[src/rtl/up_mod_counter.sv]
// Modulo-MODULUS up counter with parallel load, cascade carry, sticky wrap flag and load-range error.
// Latency: count/ovf/load_err update one edge after their inputs; carry_out is zero-latency; no backpressure (en gates counting).
module up_mod_counter #(
  parameter int WIDTH   = 4,
  parameter int MODULUS = 16
) (
  input  logic             clk,
  input  logic             reset,
  input  logic             en,
  input  logic             load,
  input  logic [WIDTH-1:0] load_val,
  input  logic             clr_ovf,
  output logic [WIDTH-1:0] count_out,
  output logic             carry_out,
  output logic             ovf,
  output logic             load_err
);

  localparam logic [WIDTH-1:0] LAST = WIDTH'(MODULUS - 1);

  logic             at_last;
  logic             wrap;
  logic             load_in_range;
  logic [WIDTH-1:0] count_inc;

  assign at_last   = (count_out == LAST);
  assign carry_out = en && at_last;
  assign wrap      = en && !load && at_last;
  assign count_inc = at_last ? '0 : count_out + WIDTH'(1);

  // A full binary range accepts every load_val; avoid a constant-true compare there.
  generate
    if (MODULUS == (2 ** WIDTH)) begin : g_full_range
      assign load_in_range = 1'b1;
    end else begin : g_partial_range
      assign load_in_range = (load_val <= LAST);
    end
  endgenerate

  always_ff @(posedge clk) begin
    if (reset) begin
      count_out <= '0;
      ovf       <= 1'b0;
      load_err  <= 1'b0;
    end else begin
      load_err <= load && !load_in_range;

      if (load) begin
        count_out <= load_in_range ? load_val : '0;
      end else if (en) begin
        count_out <= count_inc;
      end

      // A wrap on the same edge as clr_ovf keeps the flag set.
      if (wrap) begin
        ovf <= 1'b1;
      end else if (clr_ovf) begin
        ovf <= 1'b0;
      end
    end
  end

endmodule

[config.mk]
export PLATFORM = sky130hd
export DESIGN_NAME = up_mod_counter
export DESIGN_NICKNAME = d
export VERILOG_FILES = /design/src/rtl/up_mod_counter.sv
export SDC_FILE = /design/constraint.sdc
export NUM_CORES = 1
export LEC_CHECK = 0
export ABC_CLOCK_PERIOD_IN_PS = 1730
export CORE_AREA = 3 3 40 42
export DETAILED_ROUTE_END_ITERATION = 16
export DIE_AREA = 0 0 43 45
export GPL_ROUTABILITY_DRIVEN = 0
export PLACE_DENSITY = 0.53
export SLEW_MARGIN = 20
export SYNTH_ARGS = -nofsm -noshare
export SYNTH_HDL_FRONTEND = slang
export SYNTH_SLANG_ARGS = --single-unit
[constraint.sdc]
create_clock -name clk -period 1.73 [get_ports clk]
set_input_delay 0.2595 -clock clk [delete_from_list [all_inputs] [get_ports clk]]
set_output_delay 0.2595 -clock clk [all_outputs]
set_load 0.005 [all_outputs]
### Yosys cells after proc, flatten, opt, wreduce, memory -nomap -nowiden

Index checks and enable logic that the tools add are counted.

| word-level totals | value |
|---|---|
| flip-flop bits (word level) | 5 |
| latch bits | 0 |
| RAM bits | 0 |
| bits in read-only memories | 0 |
| output and inout bits | 7 |
| memories | 0 |

| cells by class | value |
|---|---|
| add/subtract/negate cells | 1 |
| multipliers | 0 |
| divide/modulo/power cells | 0 |
| $lt $le $gt $ge | 0 |
| eq/ne operators | 1 |
| shift-type cells | 0 |
| multiplexer cells | 5 |
| bitwise gates (word level) | 0 |
| reductions and logical operators | 6 |

Operator list:

| operator | count |
|---|---|
| two-way mux 4 bit | 3 |
| adder 4 x 1 -> 4 bit, second input constant | 1 |
| equality test 4 bit, second input constant | 1 |
| nonzero test 2 bit | 2 |
| logical AND 1 bit | 3 |
| two-way mux 1 bit | 2 |
| zero test 1 bit | 1 |

### Depth between registers and ports, before layout

Gate-level depths: netlist of the first run.

| logic depth | value |
|---|---|
| word-level depth | 4 |
| depth in mapped cells | 4 |
| mapped depth without buffers | 4 |

### Worst setup path before layout of the first run

OpenSTA, ideal clock, no wires.

| timing path | value |
|---|---|
| path kind | flip-flop to flip-flop |
| from | register count_out[0] |
| to | register count_out[0] |
| data arrival time | 1226 ps |
| data required time | 1635 ps |
| path slack | 408 ps |
| stages on the path, launching flop included | 5 |
| clock period less this slack | 1322 ps |
| cell sequence | dfxtp_1 ha_1 and3_1 or3_1 a221oi_1 |

| on the way | value |
|---|---|
| longest elaborated chain between the ends | 4 |

RTL lines:

| what | RTL line | text |
|---|---|---|
| start, declared | 13 | `output logic [WIDTH-1:0] count_out,` |
| start signal, assigned | 49 | `count_out <= load_in_range ? load_val : '0;` |
| start signal, assigned | 51 | `count_out <= count_inc;` |
| adder 4 x 1 -> 4 bit or equality test 4 bit (tied branches) | 29, 26 |  |
| two-way mux 4 bit (*) | 29 | `assign count_inc = at_last ? '0 : count_out + WIDTH'(1);` |
| two-way mux 4 bit (*) | 50 | `end else if (en) begin` |
| two-way mux 4 bit (*) | 48 | `if (load) begin` |

Mark *: on every way between the ends. The rest lies on a longest branch, timed or not. The select of a mux whose other input is x is not followed.
A chain may end at the register's enable or synchronous reset.

### Final worst setup path of the first run

| timing path | value |
|---|---|
| from | register count_out[0] |
| to | output carry_out |

| on the way | value |
|---|---|
| longest elaborated chain between the ends | 2 |

RTL lines:

| what | RTL line | text |
|---|---|---|
| equality test 4 bit | 26 | `assign at_last = (count_out == LAST);` |
| logical AND 1 bit | 27 | `assign carry_out = en && at_last;` |
| end, declared | 14 | `output logic carry_out,` |

No other way between the ends.

==> qor.yml, run 1 <==
outcome: "completed"
crit_start: "count_out[0]"
antenna_found_initial: 0
rsz0062_at_grt: "false"
worst_ir_drop_vdd_uv: 430
fp.dieW_microns: 43
drc: 0
hold_start: "ovf"
setup_ws_ns: 0.0970
cts_setup_buffers: 0
worstHoldPathType: "reg2reg"
slowest_delay_ns: 0.31
setup_violations: 0
yosys_warnings: 0
avgViaCountPerCell: 4.39
wl_per_cell_microns: 10.1
critPathKind: "reg2out"
io_pins: 16
die_y_microns: 45
syn_area_per_cell_sq_um: 8.46
ys_ff_latch: 5
clk_pin_slew_ns: 0.04
slowest_stage: "dfxtp_1"
synth_cell_types: 21
crit_chain: "ha_1 -> and3_1 -> and2_2 -> dlygate4sd2_1"
grt_pass1_vias: 298
core_area_sq_um: 1280
syn_area_sq_um: 279
total_power_uw: 332
hold_viol_final: 0
power_density_nw_per_um2: 672
arrival_ns: 1.37
finish.net_count: 66
fillers: 135
synthesis.nets: 43
post-place-ws_ns: 0.0824
cts_root_buf: "clkbuf_4"
clock-sinks: 5
h-tree-depth: 1
clkLatencyLatePin_ns: 0.24
drv_cap: 0
wirelength_microns: 704
r2r_start: "count_out[0]"
first_iter_violations: 5
finalCritPeriodShare_pct: 94.4
fin_setup_tns_ns: 0
hold_path_depth: 2
antenna_cells: 0
overflow: 0
cts_resized: 2
via_count: 307
required_ns: 1.47
r2r_slack_ns: 0.29
fp-row-count: 13
cts_tree: "yes"
ys_seq_area_share_pct: 35.9
r2r_cells: 5
ant_nets: 0
area_growth_pct: 77.1
finClkSkew_ns: 0.00165
port_buffers: 14
start_util_pct: 21.7
hpwl_microns: 566
grt_use_total_pct: 8.99
hold_buffers: 0
die-area_sq_um: 1940
final_common_cell: "clkdlybuf4s50_1"
grt_pass1_wl_microns: 1230
critPathLaunchType: "flip-flop"
dr.pass1.iters: 4
numCtsBuffers: 3
syn_inst: 33
report.final.slew_viol_count: 0
p_leak_nw: 0.217
final_cell_mix: "clkdlybuf4s50_1 (13), buf_4 (5), dfxtp_1 (4)"
worst-path-max-fanout: 2
end_kind: "output pin"
layout-drive-gt1-share_pct: 23.6
period_minus_slack_ns: 1.63
fmax_mhz: 612
grt_max_degree: 7
clockBufferDepth: 2
report_power, final:
part	total, mW	leakage, nW	internal, mW	switching (mW)
clock	0.132	0.0150	0.0870	0.0453
combinational	0.0706	0.160	0.0459	0.0247
sequential	0.129	0.0416	0.123	0.00611
synth_stat cells, drive strengths merged:
| cell type | instances | area (sq um) |
|---|---|---|
| nor3b | 1 | 7.51 |
| o22ai | 1 | 12.5 |
| xor2 | 2 | 17.5 |
| or4 | 1 | 7.51 |
| mux2 | 1 | 11.3 |
| inv | 4 | 15.0 |
| nand2 | 3 | 11.3 |
| ha | 1 | 12.5 |
| a211oi | 1 | 7.51 |
| or3 | 1 | 6.26 |
| a21oi | 3 | 15.0 |
| a221oi | 1 | 8.76 |
| nor2 | 2 | 7.51 |
| and3 | 1 | 6.26 |
| and2 | 1 | 7.51 |
| conb | 1 | 3.75 |
| dfxtp | 5 | 100 |
| a32oi | 1 | 8.76 |
| buf | 1 | 7.51 |
| nand3 | 1 | 5.00 |
area by class of cell:
class,instances,area [sq um],area share (%)
clock buffer,4,26.3,5.32
inverter,4,15.0,3.04
multi-input combinational,23,156,31.6
sequential,5,101,20.5
tap,15,18.8,3.80
timing repair buffer,19,176,35.7
through the flow:
step / instance area [sq um] / instances / hold slack (ns) / util (%)
2_1_floorplan: 279 / 33 / 0.329 / -
3_3_place_gp: 468 / 66 / 0.490 / 36.4
3_5_place_dp: 468 / 66 / 0.479 / 36.4
4_1_cts: 494 / 70 / 0.489 / 38.5
5_1_grt: 494 / 70 / 0.552 / 38.5
6_report: 494 / 70 / 0.484 / 38.5
registers in the layout (all words and copies together) (netlist names):
name	cells
count_out	4
ovf	1
cells by family (layout without fill, tap and decap cells):
family                     count (synthesis)  in the layout  synth area share (%)
xor gates and xnor gates                   2              2                  6.28
buffers and inverters                      5             27                  8.07
AOI/OAI and AO/OA                          7              7                  18.8
and+or+nand+nor                           11             11                  21.1
muxes                                      1              1                  4.04
DFF                                        5              5                  35.9
adders and majority gates                  1              1                  4.48
other                                      1              1                  1.34
worst max-delay path, delay by kind of cell (launching register included):
kind	cells	cell delay, ns
buffers and inverters	1	0.26
adders and majority gates	1	0.20
DFF	1	0.31
and+or+nand+nor	2	0.37
path summary, 6_finish.rpt:
check	end
setup / recovery	carry_out
hold reg to reg	ovf
setup reg to reg	count_out[0]
hold / removal	ovf
metal layers:
layer	part of all wire (%)	GRT usage, %	up-vias	routed length, microns
met3	9.2	7.17	0	65
met1	45	10.8	139	319
li1	-	-	158	-
met2	45	12.6	10	319
met5	0	0	-	0
met4	0	1.81	0	0
Power figures use the tool's default switching activity.
==> run 2, diff against run 1 <==
--- a/config.mk
+++ b/config.mk
@@ -5,12 +5,12 @@
 export SDC_FILE = /design/constraint.sdc
 export NUM_CORES = 1
 export LEC_CHECK = 0
-export ABC_CLOCK_PERIOD_IN_PS = 1730
+export ABC_CLOCK_PERIOD_IN_PS = 1360
 export CORE_AREA = 3 3 40 42
 export DETAILED_ROUTE_END_ITERATION = 16
 export DIE_AREA = 0 0 43 45
 export GPL_ROUTABILITY_DRIVEN = 0
-export PLACE_DENSITY = 0.53
+export PLACE_DENSITY = 0.55
 export SLEW_MARGIN = 20
 export SYNTH_ARGS = -nofsm -noshare
 export SYNTH_HDL_FRONTEND = slang
==> constraint.sdc (replaced) <==
create_clock -name clk -period 1.36 [get_ports clk]
set_input_delay 0.204 -clock clk [delete_from_list [all_inputs] [get_ports clk]]
set_output_delay 0.204 -clock clk [all_outputs]
set_load 0.005 [all_outputs]
==> run 2 against run 1 <==
The run now ends with negative setup slack left. Combinational power increased by 46%. Sequential share of layout area decreased by 0.88 points. Final area increased by 8.4%. Global-route usage increased by 1.7 points. Largest cell class unchanged. Critical path type unchanged. First-iteration DRC count increased by 20%. Die area unchanged. Clock power increased by 30%. Count of clock-buffer cells in the layout unchanged.
==> qor.yml, run 2 (synthesized netlist as in run 1, its figures left out) <==
outcome: "finished with violations"
violations: "negative setup slack"
dr.pass1.iters: 4  # unchanged
clockBufferDepth: 2  # unchanged
worst-path-max-fanout: 4  # +2
overflow: 0  # unchanged
sequentialPowerShare_pct: 37.2  # -1.7 points
hold_viol_final: 0  # unchanged
fin_cells: 72  # +2.9%
total_power_uw: 439  # +32%
core_area_sq_um: 1280  # unchanged
arrival_ns: 1.16  # -0.21 ns
worst_ir_drop_vdd_uv: 350  # -19%
grt_max_degree: 7  # unchanged
rsz0062_at_grt: "true"
die-area_sq_um: 1940  # unchanged
grt_use_total_pct: 10.7  # +1.7 points
area_growth_pct: 91.9
port_buffers: 14  # unchanged
fmax_mhz: 733
final_common_cell: "clkdlybuf4s50_1"
finish.net_count: 68  # +3.0%
cts_setup_buffers: 0  # unchanged
io_pins: 16  # unchanged
fp.dieW_microns: 43  # unchanged
grt_pass1_vias: 284  # -4.7%
first_iter_violations: 6  # +1
wl_per_cell_microns: 11.6  # +15%
required_ns: 1.16  # -0.31 ns
layout-drive-gt1-share_pct: 35.1  # +11 points
whs_ns: 0.500  # +0.0159 ns
wirelength_microns: 834  # +18%
drc: 0  # unchanged
setup_violations: 1  # +1
top_register: "count_out"
end_kind: "output pin"
die_y_microns: 45  # unchanged
numCtsBuffers: 3  # unchanged
fp-row-count: 13  # unchanged
drv_cap: 0  # unchanged
p_clk_share_pct: 39.3  # -0.6 points
clock-sinks: 5  # unchanged
worstHoldPathType: "in2reg"
finalCritPeriodShare_pct: 100
pwr-share-comb_pct: 23.5  # +2.2 points
cts_tree: "yes"
utilization_pct: 41.7  # +3.2 points
dpl.cell_count: 68  # +3.0%
power_density_nw_per_um2: 819  # +22%
h-tree-depth: 1  # unchanged
clk_pin_slew_ns: 0.04  # about the same
report.final.slew_viol_count: 0  # unchanged
clkLatencyLatePin_ns: 0.24  # about the same
final_cell_mix: "clkdlybuf4s50_1 (9), buf_4 (7), dlygate4sd2_1 (4)"
cts_root_buf: "clkbuf_4"
critPathLaunchType: "flip-flop"
finClkSkew_ns: 0.00284  # +0.00119 ns
hpwl_microns: 579  # +2.2%
antenna_cells: 0  # unchanged
p_int_uw: 330  # +29%
p_leak_nw: 0.238  # +9.7%
ant_nets: 0  # unchanged
reg_top3: "count_out (4), ovf (1)"
via_count: 313  # +2.0%
setup_ws_ns: -0.00487  # -0.102 ns
p_switching_uw: 109  # +43%
avgViaCountPerCell: 4.35  # -0.88%
swShare_pct: 24.7  # +1.8 points
largest_register_ffs: 4  # unchanged
critPathKind: "reg2out"
hold_buffers: 0  # unchanged
grt_pass1_wl_microns: 1360  # +11%
period_minus_slack_ns: 1.36
antenna_found_initial: 0  # unchanged
start_util_pct: 21.7  # unchanged
post-place-ws_ns: -0.244  # -0.326 ns
run 2: final timing paths:
| kind | from | end | slack, ns | cells past startpoint |
|---|---|---|---|---|
| worst max-delay path | count_out[0] | carry_out | -0.005 | 4 |
| worst min-delay path | load_val[1] | count_out[1] | 0.50 | 3 |
| worst max register to register | count_out[0] | count_out[0] | 0.08 | 4 |
| worst min register to register | ovf | ovf | 0.50 | 2 |
run 2: layout make-up:
cell class                      instances  area [sq um]
Fill cell                             145           749
Timing Repair Buffer                   21           189
Multi-Input combinational cell         23           181
Sequential cell                         5           105
Clock buffer                            4          26.3
Tap cell                               15          18.8
Inverter                                4          15.0
run 2: metrics by stage:
stage	cell area [sq um]	TNS, ns
2_1_floorplan	279	0
3_3_place_gp	483	-0.619
3_5_place_dp	483	-0.603
4_1_cts	520	0
5_1_grt	536	-0.0580
6_report	536	-0.00487
run 2: what timing repair did:
| item | CTS | global route |
|---|---|---|
| setup endpoints to repair | 5 | 2 |
| hold endpoints to repair | 0 | 0 |
| gates resized for setup | 14 | 3 |
| pin swaps | 2 | 1 |
run 2: worst max-delay path, cell delays in order, from the launching register on:
cell     delay [ns]
dfxtp_4        0.35
ha_4           0.16
and3_4         0.15
and2_4         0.15
buf_6          0.10
run 2: layer usage:
| layer | routed length, microns | track usage (%) |
|---|---|---|
| met4 | 0 | 9.04 |
| met3 | 89 | 5.58 |
| met2 | 390 | 13.8 |
| met5 | 0 | 0 |
| met1 | 354 | 12.8 |
run 2: power groups by stage:
| stage | clock network [mW] | logic [mW] | registers [mW] |
|---|---|---|---|
| after floorplan | 0 | 0.0296 | 0.167 |
| final | 0.172 | 0.103 | 0.163 |
| after global routing | 0.205 | 0.113 | 0.164 |
| after detailed placement | 0 | 0.102 | 0.163 |
| after global placement | 0 | 0.102 | 0.163 |
| after CTS | 0.184 | 0.0985 | 0.164 |
==> run 3, diff against run 2 <==
--- a/config.mk
+++ b/config.mk
@@ -11,6 +11,7 @@
 export DIE_AREA = 0 0 43 45
 export GPL_ROUTABILITY_DRIVEN = 0
 export PLACE_DENSITY = 0.55
+export SETUP_SLACK_MARGIN = 0.5
 export SLEW_MARGIN = 20
 export SYNTH_ARGS = -nofsm -noshare
 export SYNTH_HDL_FRONTEND = slang
==> run 3 against run 2 <==
Non-clock buffer count is 9 higher. Total power is 12% higher. Final area is 23% higher. The flow still finishes with violations (negative setup slack). Routed wire length is 19% higher. Maximum frequency is 1.1% lower. Clock skew is 0.0025 ns lower. Die area stayed put. Count of clock-buffer cells in the layout stayed put. Combinational power is 41% higher. Critical path type is now reg2reg.
==> qor.yml, run 3 (synthesized netlist as in run 1, its figures left out) <==
outcome: "finished with violations"
violations: "negative setup slack"
die_y_microns: 45  # unchanged
hpwl_microns: 619  # +7.0%
fmax_mhz: 725  # -1.1%
power_density_nw_per_um2: 742  # -9.4%
first_iter_violations: 4  # -2
antenna_found_initial: 0  # unchanged
layout-drive-gt1-share_pct: 63.6  # +29 points
die-area_sq_um: 1940  # unchanged
seqCellArea_sq_um: 106  # +1.2%
finish.net_count: 77  # +13%
grt_use_total_pct: 10.0  # -0.67 points
required_ns: 1.52  # +0.36 ns
io_pins: 16  # unchanged
overflow: 0  # unchanged
largest_register_ffs: 4  # unchanged
numCtsBuffers: 3  # unchanged
whs_ns: 0.409  # -0.0907 ns
finalCritPeriodShare_pct: 101  # +1.1 points
fp.dieW_microns: 43  # unchanged
clkLatencyLatePin_ns: 0.25  # about the same
top_register: "count_out"
period_minus_slack_ns: 1.38  # +0.0151 ns
r2r-end: "count_out[0]"
dpl.cell_count: 71  # +4.4%
avgViaCountPerCell: 4.23  # -2.6%
area_growth_pct: 137
r2r_slack_ns: -0.02  # -0.10 ns
start_util_pct: 21.7  # unchanged
drc: 0  # unchanged
grt_pass1_wl_microns: 1340  # -1.5%
r2r_cells: 5  # +1
clockBufferDepth: 2  # unchanged
worst_ir_drop_vdd_uv: 456  # +30%
drv_cap: 0  # unchanged
clock-sinks: 5  # unchanged
crit_start: "count_out[0]"
utilization_pct: 51.4  # +9.7 points
final_cell_mix: "buf_6 (11), buf_4 (9), clkdlybuf4s50_1 (7), dfxtp_2 (5)"
cts_tree: "yes"
end_kind: "flip-flop"
reg_top3: "count_out (4), ovf (1)"
critPathKind: "reg2reg"
h-tree-depth: 1  # unchanged
grt_pass1_vias: 310  # +9.2%
clk_pin_slew_ns: 0.05  # about the same
final_common_cell: "buf_6"
core_area_sq_um: 1280  # unchanged
finClkSkew_ns: 0.000319  # -0.00252 ns
grt_max_degree: 7  # unchanged
fp-row-count: 13  # unchanged
post-place-ws_ns: -0.199  # +0.0444 ns
worst-path-max-fanout: 3  # -1
setup_violations: 1  # unchanged
rsz0062_at_grt: "true"
fin_cells: 81  # +13%
fillers: 129  # -11%
placed_area_sq_um: 527  # +9.1%
via_count: 343  # +9.6%
setup_ws_ns: -0.0199  # -0.0151 ns
report.final.slew_viol_count: 0  # unchanged
arrival_ns: 1.54  # +0.38 ns
multiInputGateArea_sq_um: 208  # +14%
wl_per_cell_microns: 12.2  # +5.5%
worstHoldPathType: "in2reg"
port_buffers: 14  # unchanged
hold_buffers: 0  # unchanged
ant_nets: 0  # unchanged
critPathLaunchType: "flip-flop"
stdcell_area_sq_um: 661  # +23%
wirelength_microns: 990  # +19%
r2r_start: "count_out[0]"
hold_viol_final: 0  # unchanged
p_leak_nw: 0.303  # +28%
antenna_cells: 0  # unchanged
dr.pass1.iters: 2  # -2
cp-endpoint: "count_out[0]"
cts_root_buf: "clkbuf_4"
run 3: what timing repair did:
action	in CTS	in global routing
hold endpoints to repair	0	0
resized for setup	39	7
setup buffers	2	4
endpoints found under the setup margin	11	11
pin swaps	2	6
run 3: layout make-up:
class	instances	share of cell area, %
sequential	5	16.1
tap	15	2.84
clock buffer	4	3.98
multi-input combinational	23	31.4
timing repair buffer	30	43.4
inverter	4	2.27
run 3: worst max-delay path, cell delays in order (launching register included):
cell and delay (ns):
dfxtp_2 0.33, ha_4 0.16, and3_4 0.15, buf_6 0.11, or3_4 0.33, a221oi_2 0.22
run 3: through the flow:
stage / setup TNS, ns / total power, mW
6_report: -0.0199 / 0.490
5_1_grt: -0.0802 / 0.518
4_1_cts: -0.0513 / 0.476
3_5_place_dp: -0.791 / 0.275
3_3_place_gp: -0.742 / 0.275
2_1_floorplan: 0 / 0.201
run 3: worst min path at each step:
stage	start	to	cells after the start
after floorplan	reset	count_out[1]	1
after global placement	ovf	ovf	2
after detailed placement	ovf	ovf	2
after CTS	en	ovf	3
after global routing	en	ovf	3
final	en	ovf	3
run 3: per-layer routing:
| layer | vias to the layer above | track usage (%) | wire (microns) |
|---|---|---|---|
| li1 | 180 | - | - |
| met4 | 0 | 9.04 | 28 |
| met1 | 143 | 12.3 | 421 |
| met3 | 3 | 3.59 | 82 |
| met5 | - | 0 | 0 |
| met2 | 17 | 13.5 | 458 |
run 3: power breakdown:
group / switching (mW) / internal (mW)
Combinational: 0.0522 / 0.0925
Clock: 0.0695 / 0.111
Sequential: 0.00713 / 0.157
Total: 0.129 / 0.361
